**config.mk**
```make
export PLATFORM = sky130hd
export DESIGN_NAME = vga_rect_writer
export DESIGN_NICKNAME = d
export VERILOG_FILES = /design/src/rtl/vga_pkg.sv /design/src/rtl/vga_xy_to_address.sv /design/src/rtl/vga_rect_writer.sv
export SDC_FILE = /design/constraint.sdc
export NUM_CORES = 1
export LEC_CHECK = 0
export BUFFER_PORTS_ARGS = -buffer_cell sky130_fd_sc_hd__buf_2
export CAP_MARGIN = 5
export CELL_PAD_IN_SITES_DETAIL_PLACEMENT = 2
export CELL_PAD_IN_SITES_GLOBAL_PLACEMENT = 2
export CORE_MARGIN = 2
export CORE_UTILIZATION = 31
export CTS_BUF_LIST = sky130_fd_sc_hd__clkbuf_16
export DETAILED_ROUTE_END_ITERATION = 10
export GPL_ROUTABILITY_DRIVEN = 0
export HOLD_SLACK_MARGIN = 0.06
export PLACE_DENSITY_LB_ADDON = 0.1
export SLEW_MARGIN = 5
export SYNTH_ARGS = -nofsm -noshare
export SYNTH_HDL_FRONTEND = slang
export SYNTH_SLANG_ARGS = --single-unit
```
**constraint.sdc**
```tcl
create_clock -name vga_clock -period 7.95 [get_ports vga_clock]
set_input_delay 0.795 -clock vga_clock [delete_from_list [all_inputs] [get_ports vga_clock]]
set_output_delay 0.795 -clock vga_clock [all_outputs]
set_load 0.005 [all_outputs]
```
**src/rtl/vga_pkg.sv**
```systemverilog
// Shared screen geometry, palette codes and writer FSM states
// for the VGA frame-buffer write and scan-out paths.
package vga_pkg;

  typedef enum logic [1:0] {
    IDLE,
    SETUP,
    FILL,
    DONE
  } wr_state_e;

  localparam logic [2:0] WHITE          = 3'd0;
  localparam logic [2:0] BLUE           = 3'd1;
  localparam logic [2:0] LIGHT_BLUE_213 = 3'd2;
  localparam logic [2:0] LIGHT_BLUE_170 = 3'd3;
  localparam logic [2:0] CYAN_127       = 3'd4;
  localparam logic [2:0] BLUE_84        = 3'd5;
  localparam logic [2:0] BLUE_43        = 3'd6;
  localparam logic [2:0] BLACK          = 3'd7;

  // lo selects the 160x120 geometry, otherwise 320x240
  function automatic int screen_w(bit lo);
    return lo ? 160 : 320;
  endfunction

  function automatic int screen_h(bit lo);
    return lo ? 120 : 240;
  endfunction

  function automatic int x_w(bit lo);
    return lo ? 8 : 9;
  endfunction

  function automatic int y_w(bit lo);
    return lo ? 7 : 8;
  endfunction

  function automatic int a_w(bit lo);
    return lo ? 15 : 17;
  endfunction

endpackage

```
**src/rtl/vga_xy_to_address.sv**
```systemverilog
// Pixel (x, y) to linear video RAM address, y*SCREEN_W + x,
// built from shifts and adds only so scan-out can share it.
module vga_xy_to_address #(
  parameter bit LO  = 1'b0,
  parameter int X_W = 9,
  parameter int Y_W = 8,
  parameter int A_W = 17
) (
  input  logic [X_W-1:0] x,
  input  logic [Y_W-1:0] y,
  output logic [A_W-1:0] address
);

  logic [A_W-1:0] xa;
  logic [A_W-1:0] ya;

  assign xa = A_W'(x);
  assign ya = A_W'(y);

  // 160 = 128 + 32, 320 = 256 + 64
  assign address = LO ? (ya << 7) + (ya << 5) + xa
                      : (ya << 8) + (ya << 6) + xa;

endmodule

```
**src/rtl/vga_rect_writer.sv**
```systemverilog
// Frame-buffer writer: clips rectangle / clear commands to the
// screen and streams one video RAM write per vga_clock.
module vga_rect_writer
  import vga_pkg::*;
#(
  parameter RESOLUTION = "320x240",
  parameter int COLOUR_BITS = 3,
  localparam bit LO = (RESOLUTION == "160x120"),
  localparam int SCREEN_W = screen_w(LO),
  localparam int SCREEN_H = screen_h(LO),
  localparam int X_W = x_w(LO),
  localparam int Y_W = y_w(LO),
  localparam int A_W = a_w(LO)
) (
  input  logic                   vga_clock,
  input  logic                   resetn,
  input  logic                   cmd_valid,
  output logic                   cmd_ready,
  input  logic                   cmd_clear,
  input  logic [X_W-1:0]         cmd_x,
  input  logic [Y_W-1:0]         cmd_y,
  input  logic [X_W-1:0]         cmd_w,
  input  logic [Y_W-1:0]         cmd_h,
  input  logic [COLOUR_BITS-1:0] cmd_colour,
  output logic                   wr_en,
  output logic [A_W-1:0]         wr_address,
  output logic [COLOUR_BITS-1:0] wr_colour,
  output logic                   busy,
  output logic                   done
);

  localparam logic [X_W:0] SW = (X_W+1)'(SCREEN_W);
  localparam logic [Y_W:0] SH = (Y_W+1)'(SCREEN_H);

  wr_state_e state_q, state_d;

  logic                   cmd_ready_q, cmd_ready_d;
  logic                   busy_q, busy_d;
  logic                   done_q, done_d;
  logic                   wr_en_q, wr_en_d;
  logic [A_W-1:0]         addr_q, addr_d;
  logic [COLOUR_BITS-1:0] colour_q, colour_d;

  logic                   clr_q, clr_d;
  logic [X_W-1:0]         x0_q, x0_d;
  logic [Y_W-1:0]         y0_q, y0_d;
  logic [X_W-1:0]         w_q, w_d;
  logic [Y_W-1:0]         h_q, h_d;
  logic [COLOUR_BITS-1:0] col_q, col_d;
  logic [X_W:0]           xe_q, xe_d;
  logic [Y_W:0]           ye_q, ye_d;
  logic [X_W-1:0]         xc_q, xc_d;
  logic [Y_W-1:0]         yc_q, yc_d;

  logic [X_W:0]   x_sum;
  logic [Y_W:0]   y_sum;
  logic           empty;
  logic           x_last;
  logic           y_last;
  logic [X_W-1:0] nx;
  logic [Y_W-1:0] ny;
  logic [A_W-1:0] n_addr;

  assign x_sum = {1'b0, x0_q} + {1'b0, w_q};
  assign y_sum = {1'b0, y0_q} + {1'b0, h_q};

  assign empty = !clr_q &&
                 (w_q == '0 || h_q == '0 ||
                  {1'b0, x0_q} >= SW ||
                  {1'b0, y0_q} >= SH);

  assign x_last = ({1'b0, xc_q} == xe_q - (X_W+1)'(1));
  assign y_last = ({1'b0, yc_q} == ye_q - (Y_W+1)'(1));

  // Coordinates of the pixel written in the next cycle
  always_comb begin
    nx = xc_q;
    ny = yc_q;
    unique case (state_q)
      SETUP: begin
        nx = clr_q ? '0 : x0_q;
        ny = clr_q ? '0 : y0_q;
      end
      FILL: begin
        if (x_last) begin
          nx = x0_q;
          ny = yc_q + Y_W'(1);
        end else begin
          nx = xc_q + X_W'(1);
        end
      end
      default: ;
    endcase
  end

  vga_xy_to_address #(
    .LO  (LO),
    .X_W (X_W),
    .Y_W (Y_W),
    .A_W (A_W)
  ) u_xy (
    .x       (nx),
    .y       (ny),
    .address (n_addr)
  );

  always_comb begin
    state_d  = state_q;
    done_d   = 1'b0;
    wr_en_d  = 1'b0;
    addr_d   = addr_q;
    colour_d = colour_q;
    clr_d    = clr_q;
    x0_d     = x0_q;
    y0_d     = y0_q;
    w_d      = w_q;
    h_d      = h_q;
    col_d    = col_q;
    xe_d     = xe_q;
    ye_d     = ye_q;
    xc_d     = xc_q;
    yc_d     = yc_q;
    unique case (state_q)
      IDLE: begin
        if (cmd_valid && cmd_ready_q) begin
          clr_d   = cmd_clear;
          x0_d    = cmd_x;
          y0_d    = cmd_y;
          w_d     = cmd_w;
          h_d     = cmd_h;
          col_d   = cmd_colour;
          state_d = SETUP;
        end
      end
      SETUP: begin
        if (clr_q) begin
          x0_d = '0;
          y0_d = '0;
          xe_d = SW;
          ye_d = SH;
        end else begin
          xe_d = (x_sum > SW) ? SW : x_sum;
          ye_d = (y_sum > SH) ? SH : y_sum;
        end
        if (empty) begin
          state_d = DONE;
          done_d  = 1'b1;
        end else begin
          state_d  = FILL;
          xc_d     = nx;
          yc_d     = ny;
          wr_en_d  = 1'b1;
          addr_d   = n_addr;
          colour_d = col_q;
        end
      end
      FILL: begin
        if (x_last && y_last) begin
          state_d = DONE;
          done_d  = 1'b1;
        end else begin
          xc_d    = nx;
          yc_d    = ny;
          wr_en_d = 1'b1;
          addr_d  = n_addr;
        end
      end
      DONE: state_d = IDLE;
      default: state_d = IDLE;
    endcase
    cmd_ready_d = (state_d == IDLE);
    busy_d      = (state_d != IDLE);
  end

  always_ff @(posedge vga_clock or negedge resetn) begin
    if (!resetn) begin
      state_q     <= IDLE;
      cmd_ready_q <= 1'b1;
      busy_q      <= 1'b0;
      done_q      <= 1'b0;
      wr_en_q     <= 1'b0;
      addr_q      <= '0;
      colour_q    <= '0;
      clr_q       <= 1'b0;
      x0_q        <= '0;
      y0_q        <= '0;
      w_q         <= '0;
      h_q         <= '0;
      col_q       <= '0;
      xe_q        <= '0;
      ye_q        <= '0;
      xc_q        <= '0;
      yc_q        <= '0;
    end else begin
      state_q     <= state_d;
      cmd_ready_q <= cmd_ready_d;
      busy_q      <= busy_d;
      done_q      <= done_d;
      wr_en_q     <= wr_en_d;
      addr_q      <= addr_d;
      colour_q    <= colour_d;
      clr_q       <= clr_d;
      x0_q        <= x0_d;
      y0_q        <= y0_d;
      w_q         <= w_d;
      h_q         <= h_d;
      col_q       <= col_d;
      xe_q        <= xe_d;
      ye_q        <= ye_d;
      xc_q        <= xc_d;
      yc_q        <= yc_d;
    end
  end

  assign cmd_ready  = cmd_ready_q;
  assign busy       = busy_q;
  assign done       = done_q;
  assign wr_en      = wr_en_q;
  assign wr_address = addr_q;
  assign wr_colour  = colour_q;

endmodule
```
# Word level (Yosys, flattened, before mapping)
# Cells that the tools add are included.
dict set report totals {
  ff_bits 100
  input_bits 41
  out_inout_bits 24
  word_cells 89
}
dict set report op_classes {
  add_sub_neg 8
  n_lt_le_gt_ge 4
  eq_ne 8
  mux 33
  bitwise 1
  reduce_logical 18
}
# operator n
set ops {}
lappend ops {{9-bit 2-to-1 mux} 7}
lappend ops {{9-bit case mux with 2 select lines} 3}
lappend ops {{8-bit case mux with 2 select lines} 3}
lappend ops {{8-bit 2-to-1 mux} 5}
lappend ops {{17-bit 2-to-1 mux} 2}
lappend ops {{17-bit case mux with 2 select lines} 1}
lappend ops {{10-bit 2-to-1 mux} 2}
lappend ops {{16-bit by 14-bit adder with 17-bit output} 1}
lappend ops {{17-bit by 9-bit adder with 17-bit output} 1}
lappend ops {{9-bit by 9-bit adder with 10-bit output} 1}
lappend ops {{9-bit by 10-bit equality test with 1-bit output} 1}
lappend ops {{10-bit by 9-bit > comparator with 1-bit output, second input constant} 1}
lappend ops {{10-bit by 1-bit subtractor with 10-bit output, second input constant} 1}
lappend ops {{8-bit by 8-bit adder with 9-bit output} 1}
lappend ops {{9-bit by 1-bit adder with 9-bit output, second input constant} 1}
lappend ops {{8-bit by 9-bit equality test with 1-bit output} 1}
lappend ops {{9-bit greater-or-equal comparator, second input constant} 1}
lappend ops {{9-bit by 8-bit > comparator with 1-bit output, second input constant} 1}
lappend ops {{9-bit logical NOT} 1}
lappend ops {{9-bit by 1-bit subtractor with 9-bit output, second input constant} 1}
lappend ops {{8-bit by 1-bit adder with 8-bit output, second input constant} 1}
lappend ops {{8-bit greater-or-equal comparator, second input constant} 1}
lappend ops {{8-bit logical NOT} 1}
lappend ops {{2-bit case mux with 4 select lines} 1}
lappend ops {{other kinds (14)} 32}

# Longest topological paths before layout
dict set report depth {
  ltp_word 8
  ltp_mapped 23
}

# Cells and area by module
# Synthesis repeated with hierarchy kept, for this count alone.
dict set report hier_totals {
  cells_unflattened 684
  area_unflattened_um2 6580.1
}
# mod instances cells_per_inst area_each_um2
set by_module_without_submodules {}
lappend by_module_without_submodules {vga_rect_writer 1 626 6052.1}
lappend by_module_without_submodules {vga_xy_to_address 1 58 528.0}

# Worst setup path before layout
# OpenSTA, ideal clock, no wires.
dict set report synth_timing {
  path_type {flip-flop to flip-flop}
  start {register xe_q[0]}
  end {register addr_q[15], in the netlist wr_address[15]}
  setup_time_ps 126
  arrival_ps 4507
  path_slack_ps 3317
  path_stages_with_launch 22
  path_cell_list {dfrtp_1 -> inv_1 -> ha_1 -> nor2b_1 -> and3_1 -> or2_1 -> a21o_2 -> nor2_1 -> buf_6 -> nand2_1 -> o31ai_1 -> a22oi_1 -> fa_1 -> fa_1 -> nor2b_1 -> o21ai_0 -> a21boi_0 -> o21ai_0 -> nand2b_1 -> a31oi_1 -> and2_2 -> a221o_1}
}
dict set report synth_via {
  elab_chain_cells 8
}
# element line
set synth_rtl {}
lappend synth_rtl {{start, declared} vga_rect_writer.sv:50} ;# logic [X_W:0] xe_q, xe_d;
lappend synth_rtl {{start signal, assigned} vga_rect_writer.sv:190} ;# xe_q <= '0;
lappend synth_rtl {{start signal, assigned} vga_rect_writer.sv:208} ;# xe_q <= xe_d;
lappend synth_rtl {{10-bit by 1-bit subtractor with 10-bit output (*)} vga_rect_writer.sv:72} ;# assign x_last = ({1'b0, xc_q} == xe_q - (X_W+1)'(1));
lappend synth_rtl {{9-bit by 10-bit equality test with 1-bit output (*)} vga_rect_writer.sv:72}
lappend synth_rtl {{8-bit 2-to-1 mux} vga_rect_writer.sv:85} ;# if (x_last) begin
lappend synth_rtl {{8-bit case mux with 2 select lines} vga_rect_writer.sv:79} ;# unique case (state_q)
lappend synth_rtl {{16-bit by 14-bit adder with 17-bit output} vga_xy_to_address.sv:22} ;# : (ya << 8) + (ya << 6) + xa;
lappend synth_rtl {{17-bit by 9-bit adder with 17-bit output} vga_xy_to_address.sv:22}
lappend synth_rtl {{17-bit 2-to-1 mux (on tied branches)} {vga_rect_writer.sv:158, vga_rect_writer.sv:145}}
lappend synth_rtl {{17-bit case mux with 2 select lines} vga_rect_writer.sv:123} ;# unique case (state_q)
lappend synth_rtl {{end signal, assigned} vga_rect_writer.sv:200} ;# addr_q <= addr_d;
lappend synth_rtl {{end, declared} vga_rect_writer.sv:41} ;# logic [A_W-1:0] addr_q, addr_d;
# Every way passes the cells marked *; elsewhere a longest branch is shown, timed or not. The select of a mux whose other input is x is not followed.
# A chain may end at the register's enable or synchronous reset.

# Worst setup path in the final report
# Same ends and word-level chain as after synthesis.

==> qor.txt <==
status = finished, final reports clean
# placed instances = 921
IO Count = 65
Root Buffer Master = clkbuf_16
Hold Path Class = input pin to async pin
first-pass GRT wire length = 29,920 um
Fillers = 2,178
fin area = 0.006928 sq mm
slowest stage cell on the critical path = nor2_1
Post-Layout Cell Count = 938
Setup violations, final = 0
Die W = 144.6 um
Power Total = 3.202 mW
Post-synth ARST share = 100.0%
clock skew = 9.684 ps
Synth Instances = 615
maximum buffer depth of the clock tree = 2
Worst Tran Pin Value = 1060 ps
Worst Setup End Kind = flop
crit path max fanout = 12
Syn Nets = 700
Arr. time, crit path = 5960 ps
pre-CTS setup slack = 2261 ps
wire length on met1 = 8785 um
Post-Synth Adder-Cell Area = 9.477%
DR vias = 4,884
Comb pwr share = 58.1%
site row count = 51
XOR/XNOR Fraction of Synth Area = 6.944%
FMAX = 175.0 MHz
number of H-tree levels = 3
WL/cell = 19.48 um
initial DRC count = 188
share of cells above drive strength 1 = 21.13%
Final period util = 71.90%
Max-Cap Viols = 0
CP required = 8190 ps
Synth Area in Simple Gates = 14.85%
met3 WL = 760 um
switching power = 1.482 mW
final slew viol count = 0
largest family of logic cells by synthesized area = compound AO/OA/AOI/OAI gates
Worst R2R Path Depth = 20
main flop type after synthesis = dfrtp_1
Reg power frac = 28.7%
crit-path leading delay family = simple AND/OR/NAND/NOR gates
fin util = 35.71%
area delta synth->final = 13.09%
post-synthesis sequential area ratio = 38.42%
Initial Util = 31.58%
power per cell area = 462.2 mW/mm^2
fraction of synthesized area in multiplexers = 7.414%
DRT antenna net count = 0
total track usage = 18.72%
#FFs+latches synth = 94
clk_lat worst skew = 360 ps
Die Area = 0.02090 sq mm
Final min period = 5716 ps
setup slack after layout = 2234 ps
minimum hold slack = 384.2 ps
WL final = 18,270 um
CTS sink cnt = 94
post-synthesis compound-gate area fraction = 17.63%
Syn Area/Cell = 9.961 sq um
Yosys cell types = 76
total setup buffers inserted after CTS = 0
Yosys warnings = 0
most frequent cells in the layout = dfrtp_1 (93), buf_2 (63), inv_1 (41), nand2_1 (41)
crit start category = flop
CTS tree = built
Worst slew margin = 29.15%
vias in the first global route = 5,433
core area = 0.01940 sq mm
Detailed Place HPWL = 14,190 um
CP Buf/Inv Count = 1
maximum vdd drop = 148.2 uV
port bufs = 64
fin nets = 752
clk slew on worst S/H paths = 80 ps
Final Hold Fails = 0
Post-Syn Area = 0.006126 sq mm
Post-synth EDFFs = 0
Residual DRC = 0
initial antenna violation count = 1
GR Overflow Total = 0
Pre-antenna DRT Iters = 4
die height = 144.6 um
Sw Ratio = 46.29%
cts bufs inserted = 9
Top Metal Used = met5
Resized cells post-CTS = 0
slowest cell delay on critical path = 790 ps
placed cell areas = 0.006653 sq mm
worst path cell trace = inv_1 -> ha_1 -> nor2b_1 -> a31oi_1 -> nor3b_2 -> nand4_2 -> nor2_1 -> nand2_1 -> o31ai_1 -> a22oi_1 -> fa_1 -> fa_1 -> nor2b_1 -> o21ai_0 -> a21boi_0 -> o21ai_0 -> nand2b_1 -> a31oi_1 -> and2_2 -> a221o_1
CP Class = flop to flop
Pleak = 3.156 nW
DR vias/cell = 5.207
largest net degree at the start of global routing = 63
commonest non-fill, non-tap cell in the layout = dfrtp_1
TNS Setup = 0 ps
Clock Power Share = 13.2%
cell internal pwr = 1.720 mW
hold-fix buffers at CTS = 0
RSZ-0062 raised after global routing = false
length of routed met2 wiring = 8566 um
CP Depth = 20
cell usage after synthesis (all sizes together) (3+ instances only):
master,n,area share (%)
a21boi,5,0.61
nor2b,11,1.1
fa,4,1.3
and3,7,0.71
nand3,14,1.2
o32ai,9,1.3
and4,3,0.43
xor2,18,2.6
ha,40,8.2
o32a,5,0.90
o31ai,4,0.49
nor3b,6,0.82
o21ai,38,3.1
clkbuf,13,0.86
and2,6,0.67
o211ai,3,0.45
a22oi,6,0.74
a31oi,5,0.51
nor2,40,2.5
a22o,22,3.2
xnor2,28,4.0
a21oi,19,1.6
o22a,8,1.1
nand2,41,2.5
dfrtp,93,38
nor4,4,0.41
or2,4,0.41
a21o,6,0.76
buf,15,1.8
nor3,12,1.3
nand4,11,1.2
inv,41,2.5
mux2i,3,0.49
mux2,37,6.9
per-layer routing:
metal  global-route usage, %  vias up
met5                       0        -
met4                   3.577        2
met3                   4.040       10
met2                   30.81       78
met1                   25.53     2463
li1                        -     2331
power by group through the flow:
stage               clock network, mW  registers (mW)  logic, mW
finish                          0.423           0.918       1.86
global placement                    0           0.914       1.82
floorplan                           0           0.825       1.45
detailed placement                  0           0.931       1.88
CTS                             0.439           0.922       1.90
global route                    0.460           0.955       2.12
area by class of cell:
| class | instances | area [sq um] | area share [%] |
|---|---|---|---|
| multi-input cells | 451 | 3450 | 49.79 |
| flip-flops and latches | 94 | 2354 | 33.97 |
| repair buffers | 69 | 360.3 | 5.201 |
| well taps | 265 | 331.6 | 4.786 |
| clock buffers | 9 | 225.2 | 3.251 |
| inverters | 42 | 157.7 | 2.276 |
| clock inverters | 7 | 47.55 | 0.6863 |
| diodes | 1 | 2.502 | 0.03612 |
path summary, 6_finish.rpt:
kind / start / end / slack, ps
setup / recovery: xe_q[0] / wr_address[15] / 2230
hold / removal: resetn / busy / 380
setup reg to reg: xe_q[0] / wr_address[15] / 2230
hold reg to reg: wr_address[12] / wr_address[12] / 480
max in group asynchronous: resetn / state_q[1] / 6350
min in group vga_clock: wr_address[12] / wr_address[12] / 480
kinds of logic (layout without fill, tap and decap cells):
group	after synthesis	after routing
and+or+nand+nor	169	169
AOI/OAI and AO/OA	151	151
DFF	94	94
buffers and inverters	70	127
xor gates and xnor gates	47	47
adders and majority gates	44	44
muxes	40	40
other	0	1
sequential cells by signal, summed over array words and instances (netlist names), named ones only:
register / cells
wr_address: 11
xe_q: 10
w_q: 9
x0_q: 9
ye_q: 9
h_q: 8
y0_q: 8
yc_q: 8
col_q: 3
wr_colour: 3
xc_q: 3
state_q: 2
busy: 1
clr_q: 1
cmd_ready: 1
done: 1
wr_en: 1
Note: power is estimated with default switching activity, not from simulation.
